## src/rtl/seg_scan_pkg.sv

```systemverilog
// seg_scan_pkg: glyph table, select codes, slot indices and helpers shared by the scan decoder
package seg_scan_pkg;
  localparam logic [6:0] GLYPH_0 = 7'b0000001;
  localparam logic [6:0] GLYPH_1 = 7'b1001111;
  localparam logic [6:0] GLYPH_2 = 7'b0010010;
  localparam logic [6:0] GLYPH_3 = 7'b0000110;
  localparam logic [6:0] GLYPH_4 = 7'b1001100;
  localparam logic [6:0] GLYPH_5 = 7'b0100100;
  localparam logic [6:0] GLYPH_6 = 7'b0100000;
  localparam logic [6:0] GLYPH_7 = 7'b0001111;
  localparam logic [6:0] GLYPH_8 = 7'b0000000;
  localparam logic [6:0] GLYPH_9 = 7'b0000100;
  localparam logic [6:0] GLYPH_A = 7'b0001000;
  localparam logic [6:0] GLYPH_B = 7'b1100000;
  localparam logic [6:0] GLYPH_C = 7'b0110001;
  localparam logic [6:0] GLYPH_D = 7'b1000010;
  localparam logic [6:0] GLYPH_E = 7'b0110000;
  localparam logic [6:0] GLYPH_F = 7'b0111000;
  localparam logic [15:0][6:0] GLYPHS = {GLYPH_F, GLYPH_E, GLYPH_D, GLYPH_C, GLYPH_B, GLYPH_A, GLYPH_9, GLYPH_8,
                                         GLYPH_7, GLYPH_6, GLYPH_5, GLYPH_4, GLYPH_3, GLYPH_2, GLYPH_1, GLYPH_0};
  localparam logic [3:0] SEL_THOU = 4'b0111;
  localparam logic [3:0] SEL_HUND = 4'b1011;
  localparam logic [3:0] SEL_TENS = 4'b1101;
  localparam logic [3:0] SEL_ONES = 4'b1110;
  localparam logic [1:0] SLOT_THOU = 2'd3;
  localparam logic [1:0] SLOT_HUND = 2'd2;
  localparam logic [1:0] SLOT_TENS = 2'd1;
  localparam logic [1:0] SLOT_ONES = 2'd0;
  typedef enum logic {WAIT_EDGE, SETTLING} scan_state_t;
  function automatic logic [1:0] sel_slot(input logic [3:0] sel);
    return sel == SEL_THOU ? SLOT_THOU : sel == SEL_HUND ? SLOT_HUND : sel == SEL_TENS ? SLOT_TENS : SLOT_ONES;
  endfunction
  function automatic logic [11:0] bcd_to_bin(input logic [3:0] h, input logic [3:0] t, input logic [3:0] o);
    logic [11:0] hw, tw;
    hw = {8'd0, h};
    tw = {8'd0, t};
    return (hw << 6) + (hw << 5) + (hw << 2) + (tw << 3) + (tw << 1) + {8'd0, o};
  endfunction
endpackage

```

## src/rtl/seg_scan_if.sv

```systemverilog
// seg_scan_if: multiplexed seven-segment scan bus and the recovered-number outputs
interface seg_scan_if;
  logic [7:0] seg_in;
  logic [3:0] sel_in;
  logic [11:0] value;
  logic [11:0] digits;
  logic value_valid;
  logic seg_err;
  logic stale;
  modport master (output seg_in, sel_in, input value, digits, value_valid, seg_err, stale);
  modport slave (input seg_in, sel_in, output value, digits, value_valid, seg_err, stale);
endinterface

```

## src/rtl/seg_glyph_decode.sv

```systemverilog
// seg_glyph_decode: maps an active-low a..g segment pattern to its hex digit
module seg_glyph_decode
  import seg_scan_pkg::*;
(
  input  logic [6:0] pat,
  output logic       hit,
  output logic [3:0] digit
);
  // search the sixteen distinct glyphs; at most one can match
  always_comb begin
    hit = 1'b0;
    digit = 4'd0;
    for (int i = 0; i < 16; i++)
      if (pat == GLYPHS[i]) begin
        hit = 1'b1;
        digit = 4'(i);
      end
  end
endmodule

```

## src/rtl/seg_scan_decoder.sv

```systemverilog
// seg_scan_decoder: recovers a 0..999 value from an active-low multiplexed seven-segment scan bus
module seg_scan_decoder
  import seg_scan_pkg::*;
#(
  parameter int SETTLE = 4,
  parameter int STABLE_FRAMES = 2,
  parameter int TIMEOUT = 1048575
) (
  input logic clk,
  input logic rst,
  seg_scan_if.slave bus
);
  localparam int SW = $clog2(SETTLE + 1);
  localparam int MW = $clog2(STABLE_FRAMES + 1);
  localparam int TW = $clog2(TIMEOUT + 1);
  localparam logic [SW-1:0] SETTLE_LOAD = SW'(SETTLE - 1);
  localparam logic [MW-1:0] STABLE_N = MW'(STABLE_FRAMES);
  localparam logic [TW-1:0] TIMEOUT_N = TW'(TIMEOUT);
  logic [6:0] seg_m, seg_s;
  logic [3:0] sel_m, sel_s, sel_q;
  scan_state_t state, state_nx;
  logic [SW-1:0] settle_cnt;
  logic [TW-1:0] to_cnt;
  logic [MW-1:0] match_cnt, match_nx;
  logic [3:0] mask, slot_bit;
  logic [3:0] d_h, d_t, d_o, cur_h, cur_t, cur_o, digit;
  logic [11:0] prev, value_r, digits_r;
  logic frame_bad, valid_r, err_r, stale_r;
  logic sel_chg, sample, sel_ok, hit, digit_bad, restart, complete, good, same, fire;
  seg_glyph_decode u_dec (.pat(seg_s), .hit(hit), .digit(digit));
  assign sel_chg = sel_s != sel_q;
  assign bus.value = value_r;
  assign bus.digits = digits_r;
  assign bus.value_valid = valid_r;
  assign bus.seg_err = err_r;
  assign bus.stale = stale_r;
  // two-flop synchronisers plus a delayed select copy for edge detection; dp is never decoded
  always_ff @(posedge clk or posedge rst)
    if (rst) begin
      seg_m <= '1;
      seg_s <= '1;
      sel_m <= '1;
      sel_s <= '1;
      sel_q <= '1;
    end else begin
      seg_m <= bus.seg_in[7:1];
      seg_s <= seg_m;
      sel_m <= bus.sel_in;
      sel_s <= sel_m;
      sel_q <= sel_s;
    end
  // scan state register
  always_ff @(posedge clk or posedge rst)
    if (rst) state <= WAIT_EDGE;
    else state <= state_nx;
  // any select change (re)starts settling; expiry returns to waiting for the next edge
  always_comb state_nx = sel_chg ? SETTLING : (state == SETTLING && settle_cnt == '0) ? WAIT_EDGE : state;
  // sample strobe: settle expiry that does not coincide with a fresh select change
  always_comb sample = state == SETTLING && settle_cnt == '0 && !sel_chg;
  // settle counter, reloaded on every select change so late edges restart the wait
  always_ff @(posedge clk or posedge rst)
    if (rst) settle_cnt <= '0;
    else settle_cnt <= sel_chg ? SETTLE_LOAD : (state == SETTLING && settle_cnt != '0) ? settle_cnt - 1'b1 : settle_cnt;
  // classify the current sample and form the candidate frame with it substituted into its slot
  always_comb begin
    sel_ok = sel_s inside {SEL_THOU, SEL_HUND, SEL_TENS, SEL_ONES};
    slot_bit = 4'b0001 << sel_slot(sel_s);
    digit_bad = !hit || digit > 4'd9 || (sel_s == SEL_THOU && digit != 4'd0);
    restart = sel_ok && (mask & slot_bit) != '0;
    complete = sel_ok && !restart && (mask | slot_bit) == 4'b1111;
    good = !frame_bad && !digit_bad;
    cur_h = sel_s == SEL_HUND ? digit : d_h;
    cur_t = sel_s == SEL_TENS ? digit : d_t;
    cur_o = sel_s == SEL_ONES ? digit : d_o;
    same = {cur_h, cur_t, cur_o} == prev;
    match_nx = !same ? MW'(1) : match_cnt == STABLE_N ? match_cnt : match_cnt + 1'b1;
    fire = sample && complete && good && match_nx == STABLE_N
           && (!same || match_cnt != STABLE_N || {cur_h, cur_t, cur_o} == digits_r);
  end
  // capture mask, digit slots, frame-bad flag and agreement history, advanced on each sample
  always_ff @(posedge clk or posedge rst)
    if (rst) begin
      mask <= '0;
      frame_bad <= 1'b0;
      d_h <= '0;
      d_t <= '0;
      d_o <= '0;
      prev <= '0;
      match_cnt <= '0;
    end else if (sample) begin
      if (!sel_ok) begin
        mask <= '0;
        frame_bad <= 1'b0;
      end else begin
        mask <= restart ? slot_bit : complete ? 4'b0000 : mask | slot_bit;
        frame_bad <= !complete && ((frame_bad && !restart) || digit_bad);
        d_h <= cur_h;
        d_t <= cur_t;
        d_o <= cur_o;
        if (complete) begin
          match_cnt <= good ? match_nx : '0;
          if (good) prev <= {cur_h, cur_t, cur_o};
        end
      end
    end
  // published result: loads on qualifying frames; a bad complete frame raises seg_err and holds
  always_ff @(posedge clk or posedge rst)
    if (rst) begin
      value_r <= '0;
      digits_r <= '0;
      valid_r <= 1'b0;
      err_r <= 1'b0;
    end else begin
      valid_r <= fire;
      if (fire) begin
        digits_r <= {cur_h, cur_t, cur_o};
        value_r <= bcd_to_bin(cur_h, cur_t, cur_o);
        err_r <= 1'b0;
      end else if (sample && complete && !good) err_r <= 1'b1;
    end
  // activity watchdog: select edges clear stale, a long quiet period sets it
  always_ff @(posedge clk or posedge rst)
    if (rst) begin
      to_cnt <= '0;
      stale_r <= 1'b1;
    end else if (sel_chg) begin
      to_cnt <= '0;
      stale_r <= 1'b0;
    end else if (to_cnt == TIMEOUT_N) stale_r <= 1'b1;
    else to_cnt <= to_cnt + 1'b1;
endmodule
```

## src/flat_wrapper.sv

```systemverilog
// flat-port wrapper written by rule: the top's interface ports become plain ports
module seg_scan_decoder_flat import seg_scan_pkg::*;
#(
  parameter int SETTLE = 4,
  parameter int STABLE_FRAMES = 2,
  parameter int TIMEOUT = 1048575
)
  (clk, rst, bus_seg_in, bus_sel_in, bus_value, bus_digits, bus_value_valid, bus_seg_err, bus_stale);
  seg_scan_if bus_i ();
  input logic clk;
  input logic rst;
  input wire logic [$bits(bus_i.seg_in)-1:0] bus_seg_in;
  input wire logic [$bits(bus_i.sel_in)-1:0] bus_sel_in;
  output wire logic [$bits(bus_i.value)-1:0] bus_value;
  output wire logic [$bits(bus_i.digits)-1:0] bus_digits;
  output wire logic [$bits(bus_i.value_valid)-1:0] bus_value_valid;
  output wire logic [$bits(bus_i.seg_err)-1:0] bus_seg_err;
  output wire logic [$bits(bus_i.stale)-1:0] bus_stale;
  assign bus_i.seg_in = bus_seg_in;
  assign bus_i.sel_in = bus_sel_in;
  assign bus_value = bus_i.value;
  assign bus_digits = bus_i.digits;
  assign bus_value_valid = bus_i.value_valid;
  assign bus_seg_err = bus_i.seg_err;
  assign bus_stale = bus_i.stale;
  seg_scan_decoder #(.SETTLE(SETTLE), .STABLE_FRAMES(STABLE_FRAMES), .TIMEOUT(TIMEOUT)) u_core (.clk(clk), .rst(rst), .bus(bus_i));
endmodule
```

## config.mk

```make
export PLATFORM = sky130hd
export DESIGN_NAME = seg_scan_decoder_flat
export DESIGN_NICKNAME = d
export VERILOG_FILES = /design/src/rtl/seg_scan_pkg.sv /design/src/rtl/seg_scan_if.sv /design/src/rtl/seg_glyph_decode.sv /design/src/rtl/seg_scan_decoder.sv /design/src/flat_wrapper.sv
export SDC_FILE = /design/constraint.sdc
export NUM_CORES = 1
export LEC_CHECK = 0
export ABC_CLOCK_PERIOD_IN_PS = 11700
export CAP_MARGIN = 20
export CORE_MARGIN = 2
export CORE_UTILIZATION = 55
export DETAILED_ROUTE_END_ITERATION = 10
export GPL_TIMING_DRIVEN = 0
export PLACE_DENSITY_LB_ADDON = 0.15
export SLEW_MARGIN = 20
export SYNTH_ARGS = -nofsm -noshare
export SYNTH_HDL_FRONTEND = slang
export SYNTH_SLANG_ARGS = --single-unit
```

## constraint.sdc

```tcl
create_clock -name clk -period 11.7 [get_ports clk]
set_input_delay 1.755 -clock clk [delete_from_list [all_inputs] [get_ports clk]]
set_output_delay 1.755 -clock clk [all_outputs]
set_load 0.02 [all_outputs]
```

==> flow_summary.toml, run 1 <==
[cells_and_area]
fill_cells = 936
final_area_um2 = 7280
seq_area_um2 = 2710
multiInputGateArea_um2 = 3310
post-route-util_pct = 64.3
final_cell_mix = "dfrtp_1, nand2_1, o21ai_0"
drive_gt1_share_pct = 13.5
final_common_cell = "dfrtp_1"
final_cells = 841
num_antenna_cells = 0
nets = 736
synthToLayoutAreaGrowth_pct = 14.8

[die]
die-area_um2 = 12400
dieWidth_um = 111
core-area_um2 = 11300
die_h_um = 111
io_pins = 41
start_util_pct = 56.0
placementRows = 39

[synth]
yosys_warnings = 0
ys_types = 80
synth_fp_nets = 685
synth_area_um2 = 6340
ys_ff_latch = 107
ys_seq_area_share_pct = 42.7
synth-edff-count = 0
yosysTopAreaCellShare_pct = 31.6
synth_cells = 642
postSynthAreaPerCell_um2 = 9.88
synthFlopType = "dfrtp_1"
synthTopCellsByArea = "dfrtp_1, dfstp_2, ha_1"
yosysTopAreaCell = "dfrtp_1"
ys_async_sr_fraction_pct = 100

[sta]
post-route-period-util_pct = 45.5
drv_slew = 0
max_freq_mhz = 188
finalSetupViolCount = 0
tightestPinTransition_ps = 738
period_needed_ps = 5330
rsz0062_at_grt = "false"
finalClockSkew_ps = 12.5
hold_violations = 0
fin_setup_tns_ps = 0
maxSlewHeadroom_pct = 50.7
timing.hold.ws_ps = 356

[global_route]
grt_pass1_vias = 5051
gr-total-overflow = 0
antenna_found_initial = 0
grt_usage_pct = 25.8
grt_pass1_wl_um = 25600
grt_max_degree = 67

[clock_network]
htreeDepth = 3
clockBufferDepth = 2
cts_setup_buffers = 0
ctsHoldBuffers = 0
cts_tree = "built"
numCtsBuffers = 9
cts_sinks = 107
clk_pin_slew_worst_paths_ps = 80
clk_latency_ps = 370
cts_repair_resize_count = 0
root_buffer = "clkbuf_16"

[routing]
first_iter_violations = 412
dr.pass1.iters = 5
viasPerCell = 5.98
drc = 0
wl_per_cell_um = 18.0
vias = 5027
drt-total-wl_um = 15200
ant_nets = 0

[place]
place_inst = 825
portBuffers = 39
place_area_um2 = 6950
gp_congestion = 0.925
hpwl_um = 11100

[worst_setup_path]
crit_family = "adder cells"
reg2reg_setup_slack_ps = 6370
path_depth = 18
cp-start-kind = "flip-flop"
critical-path-max-stage-delay_ps = 560
criticalPathCategory = "reg -> reg"
cp_data_arrival_time_ps = 5580
r2r_cells = 18
crit_slowest_cell = "dfstp_2"
crit_chain = "buf_2 -> nand4b_1 -> clkbuf_1 -> nand2_1 -> a21boi_0 -> inv_1 -> fa_1 -> fa_1 -> ha_1 -> inv_1 -> fa_1 -> nor2b_1 -> o21ai_0 -> nand2b_1 -> a21oi_1 -> o21ai_0 -> xnor2_1 -> mux2_4"
required_ps = 11950
worst_setup_path_end_kind = "flip-flop"
critPathBufInv = 4
path_max_fanout = 10
cpMostUsedCell = "fa_1"

[power]
powerDensity_nw_per_um2 = 106
leakage_nw = 3.16
irDropWorstVdd_uv = 113

[run_status]
outcome = "finished clean"

[min_path]
hold-path-cell-count = 0
hp-class = "reg -> reg"

[run]
maxCapViolations = 0
worst paths after layout:
| kind | start | to |
|---|---|---|
| min in group asynchronous | rst | u_core.settle_cnt[0]$_DFFE_PP0P_ |
| max reg2reg | u_core.sel_s[1]$_DFF_PP1_ | u_core.bus.value[9]$_DFFE_PP0P_ |
| max | u_core.sel_s[1]$_DFF_PP1_ | u_core.bus.value[9]$_DFFE_PP0P_ |
| min reg2reg | u_core.seg_m[3]$_DFF_PP1_ | u_core.seg_s[3]$_DFF_PP1_ |
| max in group asynchronous | rst | u_core.bus.stale$_DFFE_PP1P_ |
| min | u_core.seg_m[3]$_DFF_PP1_ | u_core.seg_s[3]$_DFF_PP1_ |
Yosys cell counts, types with 14 or more instances:
cell	number
a21oi_1	26
clkbuf_1	14
dfrtp_1	80
dfstp_2	27
ha_1	24
inv_1	38
nand2_1	64
nand3_1	15
nand4_1	14
nor2_1	41
o21ai_0	47
xnor2_1	31
xor2_1	20
report_power, final:
part / leakage, nW / internal (mW) / switching (mW) / total [mW]
clock network: 0.162 / 0.192 / 0.147 / 0.339
logic: 1.62 / 0.0201 / 0.0311 / 0.0512
registers: 1.38 / 0.380 / 0.00541 / 0.385
total: 3.16 / 0.592 / 0.183 / 0.775
per-layer routing:
metal | vias to the layer above | wire (um) | GRT usage, %
met4 | 0 | 304 | 7.57
met3 | 30 | 760 | 6.26
met1 | 2477 | 7050 | 35.2
li1 | 2392 | - | -
met2 | 128 | 7070 | 41.6
met5 | - | 0 | 0
logic make-up after synthesis:
family                     count (synthesis)  synth area share [%]
xor gates and xnor gates                  51                  7.04
adders and majority gates                 29                  6.31
DFF                                      107                  42.7
and+or+nand+nor                          209                  17.6
muxes                                     27                  5.23
AOI/OAI and AO/OA                        151                  16.1
buffers and inverters                     68                  5.05
area by class of cell:
type | instances | share of cell area [%]
clock buffer | 9 | 3.09
multi-input combinational | 467 | 45.5
tap | 143 | 2.46
sequential | 107 | 37.2
timing repair buffer | 40 | 5.74
inverter | 38 | 2.03
buffer | 30 | 2.44
clock inverter | 7 | 1.53
registers in the layout, summed over array words and instances, names as in the netlist:
name / flops
u_core.prev: 12
u_core.sel_s: 4
u_core.d_o: 4
u_core.bus.value_valid: 1
u_core.frame_bad: 1
u_core.bus.seg_err: 1
u_core.bus.value: 11
u_core.seg_s: 7
u_core.bus.stale: 1
u_core.d_h: 4
u_core.seg_m: 7
u_core.mask: 4
u_core.match_cnt: 2
u_core.bus.digits: 12
u_core.settle_cnt: 3
u_core.sel_m: 4
u_core.sel_q: 4
u_core.to_cnt: 20
u_core.state: 1
u_core.d_t: 4
worst register-to-register path, cell delays in order (launching register included):
cell,delay (ps)
dfstp_2,560
buf_2,220
nand4b_1,500
clkbuf_1,420
nand2_1,140
a21boi_0,470
inv_1,180
fa_1,530
fa_1,520
ha_1,180
inv_1,60
fa_1,400
nor2b_1,140
o21ai_0,90
nand2b_1,120
a21oi_1,70
o21ai_0,260
xnor2_1,120
mux2_4,270
through the flow:
stage	setup slack (ps)	power, mW
floorplan	7170	0.426
global placement	5680	0.440
detailed placement	6540	0.443
CTS	6490	0.783
global route	6120	0.805
finish	6370	0.775
Note: power is estimated with default switching activity, not from simulation.
==> inputs of run 2 (changes only) <==
Settings changed: ABC_CLOCK_PERIOD_IN_PS 11700 to 4700, CORE_UTILIZATION 55 to 54.
Clock period 11.7 ns to 4.7 ns, I/O delays scaled along.
==> flow_summary.toml, run 2 (same netlist as run 1, synthesis figures left out) <==
[run_status]
outcome = "finished clean"

[sta]
finalSetupViolCount = 0
finalClockSkew_ps = 13.3
maxSlewHeadroom_pct = 54.2
max_freq_mhz = 223
timing.hold.ws_ps = 356
period_needed_ps = 4490
hold_violations = 0
drv_slew = 0
post-route-period-util_pct = 95.6
setup_slack_ps = 208
fin_setup_tns_ps = 0
tightestPinTransition_ps = 676

[power]
leakage_nw = 3.26
sw_frac_of_total_pct = 24.6
p_int_mw = 1.43
pwr-share-clk_pct = 41.9
irDropWorstVdd_uv = 335
net-switching-power_uw = 465
power_frac_seq_pct = 50.7
pwr-share-comb_pct = 7.4
powerDensity_nw_per_um2 = 253

[clock_network]
clk_latency_ps = 360
clockBufferDepth = 2
clk_pin_slew_worst_paths_ps = 70
root_buffer = "clkbuf_16"
numCtsBuffers = 9
cts_tree = "built"
cts_sinks = 107
htreeDepth = 3

[worst_setup_path]
criticalPathCategory = "reg -> reg"
reg2reg_setup_slack_ps = 210
worst_setup_path_end_kind = "flip-flop"
required_ps = 4950
critical-path-max-stage-delay_ps = 550
critPathBufInv = 3
r2r_cells = 18
cp-start-kind = "flip-flop"
crit_family = "adder cells"
path_max_fanout = 10
cp_data_arrival_time_ps = 4740
crit_slowest_cell = "dfstp_2"
path_depth = 18
crit_chain = "clkbuf_4 -> nor3_2 -> and4b_1 -> or2_4 -> o31ai_4 -> inv_2 -> fa_1 -> fa_1 -> ha_2 -> inv_1 -> fa_2 -> nor2b_1 -> o21ai_0 -> nand2b_1 -> a21oi_1 -> o21ai_1 -> xnor2_1 -> mux2_4"
cpMostUsedCell = "fa_1"

[routing]
first_iter_violations = 437
wl_per_cell_um = 18.1
drc = 0
dr.pass1.iters = 5
vias = 5126
drt-total-wl_um = 15500
ant_nets = 0
viasPerCell = 5.99

[cells_and_area]
final_area_um2 = 7490
final_common_cell = "dfrtp_1"
nets = 751
num_antenna_cells = 0
seq_area_um2 = 2710
synthToLayoutAreaGrowth_pct = 18.1
final_cells = 856
final_cell_mix = "dfrtp_1, nand2_1, o21ai_0"
drive_gt1_share_pct = 17.8
fill_cells = 917
largest_register_ffs = 20
multiInputGateArea_um2 = 3420
largest-register = "u_core.to_cnt"

[place]
portBuffers = 39
place_inst = 825
pre_cts_ws_ps = -379
gp_congestion = 0.953
hpwl_um = 11000
place_area_um2 = 6950

[die]
io_pins = 41
die_h_um = 112
core-area_um2 = 11400
die-area_um2 = 12600
dieWidth_um = 112
start_util_pct = 55.6
placementRows = 39

[global_route]
grt_max_degree = 79
grt_pass1_wl_um = 25800
gr-total-overflow = 0
grt_pass1_vias = 5003
antenna_found_initial = 0
grt_usage_pct = 25.7

[min_path]
hp-class = "reg -> reg"
hold-path-cell-count = 0

[run]
maxCapViolations = 0
==> run 2: cell count changes in the layout (fill, tap and decap cells not counted), moves of 2 or more <==
cell,previous run,this run
o21ai_0,47,45
a21boi_0,3,1
buf_6,2,4
nor2_1,41,39
clkbuf_1,14,12
buf_4,3,19
buf_2,8,5
==> run 2: what timing repair did <==
| action | 4_1_cts | 5_1_grt |
|---|---|---|
| setup endpoints to repair | 5 | 4 |
| resized for setup | 10 | 22 |
| hold buffers | 0 | 0 |
| pin swaps | 3 | 7 |
| setup buffers | 5 | 13 |
==> run 2: layer usage <==
| layer | vias up | GRT usage (%) | wire (um) |
|---|---|---|---|
| met1 | 2516 | 35.9 | 6880 |
| met2 | 155 | 39.6 | 7320 |
| met5 | - | 0 | 0 |
| met3 | 23 | 6.70 | 967 |
| met4 | 0 | 7.97 | 321 |
| li1 | 2432 | - | - |
==> run 2: final timing paths <==
path	from	to
hold reg to reg	u_core.seg_m[0]$_DFF_PP1_	u_core.seg_s[0]$_DFF_PP1_
setup reg to reg	u_core.seg_s[1]$_DFF_PP1_	u_core.bus.value[9]$_DFFE_PP0P_
hold / removal	u_core.seg_m[0]$_DFF_PP1_	u_core.seg_s[0]$_DFF_PP1_
max in group asynchronous	rst	u_core.seg_s[1]$_DFF_PP1_
setup / recovery	u_core.seg_s[1]$_DFF_PP1_	u_core.bus.value[9]$_DFFE_PP0P_
min in group asynchronous	rst	u_core.bus.value[10]$_DFFE_PP0P_
==> run 2: cell type report <==
class	count	area share (%)
buffer	27	2.37
clock buffer	9	3.01
clock inverter	7	1.10
inverter	38	1.97
multi-input combinational	467	45.6
sequential	107	36.2
tap	143	2.39
timing repair buffer	58	7.35
==> run 2: power groups by stage <==
stage                     sequential (mW)  combinational, mW  clock [mW]
after floorplan                     0.972             0.0883           0
after global placement              0.976              0.122           0
after detailed placement            0.976              0.127           0
after CTS                           0.961              0.130       0.812
after global routing                0.963              0.156       0.846
final                               0.961              0.141       0.793
==> run 2: metrics by stage <==
| stage | utilization (%) | power, mW |
|---|---|---|
| after floorplan | - | 1.06 |
| after detailed placement | 60.8 | 1.10 |
| after global routing | 65.6 | 1.96 |
| final | 65.6 | 1.89 |
| after CTS | 64.2 | 1.90 |
| after global placement | 60.6 | 1.10 |
==> run 2: worst reg2reg max path, delay by kind of cell (launching register included) <==
family,cells,cell delay (ps)
AOI/OAI and AO/OA,4,710
muxes,1,270
and+or+nand+nor,5,820
adders and majority gates,4,1580
xor gates and xnor gates,1,90
DFF,1,550
buffers and inverters,3,350
==> inputs of run 3 (changes only) <==
Settings changed: GPL_TIMING_DRIVEN 0 to unset.
==> flow_summary.toml, run 3 (same netlist as run 1, synthesis figures left out) <==
[sta]
post-route-period-util_pct = 93.9
rsz0062_at_grt = "false"
drv_slew = 0
fin_setup_tns_ps = 0
maxSlewHeadroom_pct = 51.9
tightestPinTransition_ps = 722
finalSetupViolCount = 0
max_freq_mhz = 227
period_needed_ps = 4410
finalClockSkew_ps = 10.1
hold_violations = 0

[clock_network]
root_buffer = "clkbuf_16"
clk_latency_ps = 360
cts_sinks = 107
numCtsBuffers = 9
ctsHoldBuffers = 0
htreeDepth = 3
clockBufferDepth = 2
cts_tree = "built"
clk_pin_slew_worst_paths_ps = 70

[global_route]
grt_pass1_vias = 5107
gr-total-overflow = 0
grt_usage_pct = 26.3
grt_max_degree = 84
antenna_found_initial = 0
grt_pass1_wl_um = 26400

[routing]
first_iter_violations = 434
drc = 0
ant_nets = 0
vias = 5141
drt-total-wl_um = 15700
wl_per_cell_um = 18.4
viasPerCell = 6.03
dr.pass1.iters = 7

[power]
leakage_nw = 3.23
irDropWorstVdd_uv = 240
total_power_mw = 1.82
powerDensity_nw_per_um2 = 248

[cells_and_area]
final_cell_mix = "dfrtp_1, nand2_1, o21ai_0"
final_common_cell = "dfrtp_1"
largest-register = "u_core.to_cnt"
drive_gt1_share_pct = 17.5
final_area_um2 = 7370
num_antenna_cells = 0
nets = 748
largest_register_ffs = 20
synthToLayoutAreaGrowth_pct = 16.1

[run]
maxCapViolations = 0

[worst_setup_path]
path_max_fanout = 8
required_ps = 4940
worst_setup_path_end_kind = "flip-flop"
cp_data_arrival_time_ps = 4650
criticalPathCategory = "reg -> reg"
cp-start-kind = "flip-flop"

[die]
io_pins = 41
start_util_pct = 55.6
placementRows = 39
core-area_um2 = 11400
dieWidth_um = 112
die-area_um2 = 12600
die_h_um = 112

[place]
portBuffers = 39
hpwl_um = 11300
gp_congestion = 1.00
place_area_um2 = 7010

[run_status]
outcome = "finished clean"

[min_path]
hp-class = "reg -> reg"
run 3: per-stage QoR:
step	hold slack [ps]	setup slack (ps)	utilization, %	cells
2_1_floorplan	345	288	-	642
4_1_cts	357	98.2	63.8	846
5_1_grt	361	11.1	64.5	853
3_5_place_dp	347	16.1	61.4	830
6_report	356	287	64.5	853
3_3_place_gp	346	98.2	61.4	830
run 3: where the power goes:
group	internal, mW	leakage [nW]	switching (mW)	total (mW)
combinational	0.0557	1.71	0.0743	0.130
sequential	0.946	1.38	0.0191	0.965
clock	0.378	0.135	0.351	0.729
run 3: routing by layer:
| metal | wire length, um | track usage, % | vias to the layer above |
|---|---|---|---|
| li1 | - | - | 2420 |
| met1 | 6940 | 35.6 | 2536 |
| met2 | 7390 | 41.6 | 153 |
| met3 | 939 | 6.75 | 32 |
| met4 | 413 | 8.62 | 0 |
| met5 | 0 | 0 | - |
run 3: layout make-up:
cell class | count | area [um^2]
Fill cell | 962 | 4050
Multi-Input combinational cell | 467 | 3340
Sequential cell | 107 | 2710
Timing Repair Buffer | 82 | 708
Clock buffer | 11 | 243
Tap cell | 143 | 179
Inverter | 38 | 148
Clock inverter | 5 | 36.3
run 3: repair_timing:
action	4_1_cts	5_1_grt
resized for setup	1	10
setup buffers	0	7
setup endpoints to repair	1	3
pin swaps	0	5
run 3: worst paths after layout:
kind	cells past startpoint	start	end	slack, ps
min in group asynchronous	2	rst	u_core.bus.value[11]$_DFFE_PP0P_	860
setup / recovery	19	u_core.seg_s[2]$_DFF_PP1_	u_core.bus.value[9]$_DFFE_PP0P_	290
max in group asynchronous	3	rst	u_core.bus.digits[4]$_DFFE_PP0P_	3030
setup reg to reg	19	u_core.seg_s[2]$_DFF_PP1_	u_core.bus.value[9]$_DFFE_PP0P_	290
hold reg to reg	0	u_core.seg_m[1]$_DFF_PP1_	u_core.seg_s[1]$_DFF_PP1_	360
hold / removal	0	u_core.seg_m[1]$_DFF_PP1_	u_core.seg_s[1]$_DFF_PP1_	360
run 3: critical path, cell delays in order, from the launching register on:
cell	delay [ps]
dfstp_2	410
buf_4	170
or4b_4	500
o22ai_4	230
a31o_2	180
o21ai_1	80
buf_4	150
inv_1	90
fa_1	460
fa_1	540
ha_2	180
inv_1	50
fa_2	340
nor2b_1	110
o21ai_0	80
nand2b_1	100
a21oi_1	70
o21ai_1	200
xnor2_1	100
mux2_4	270
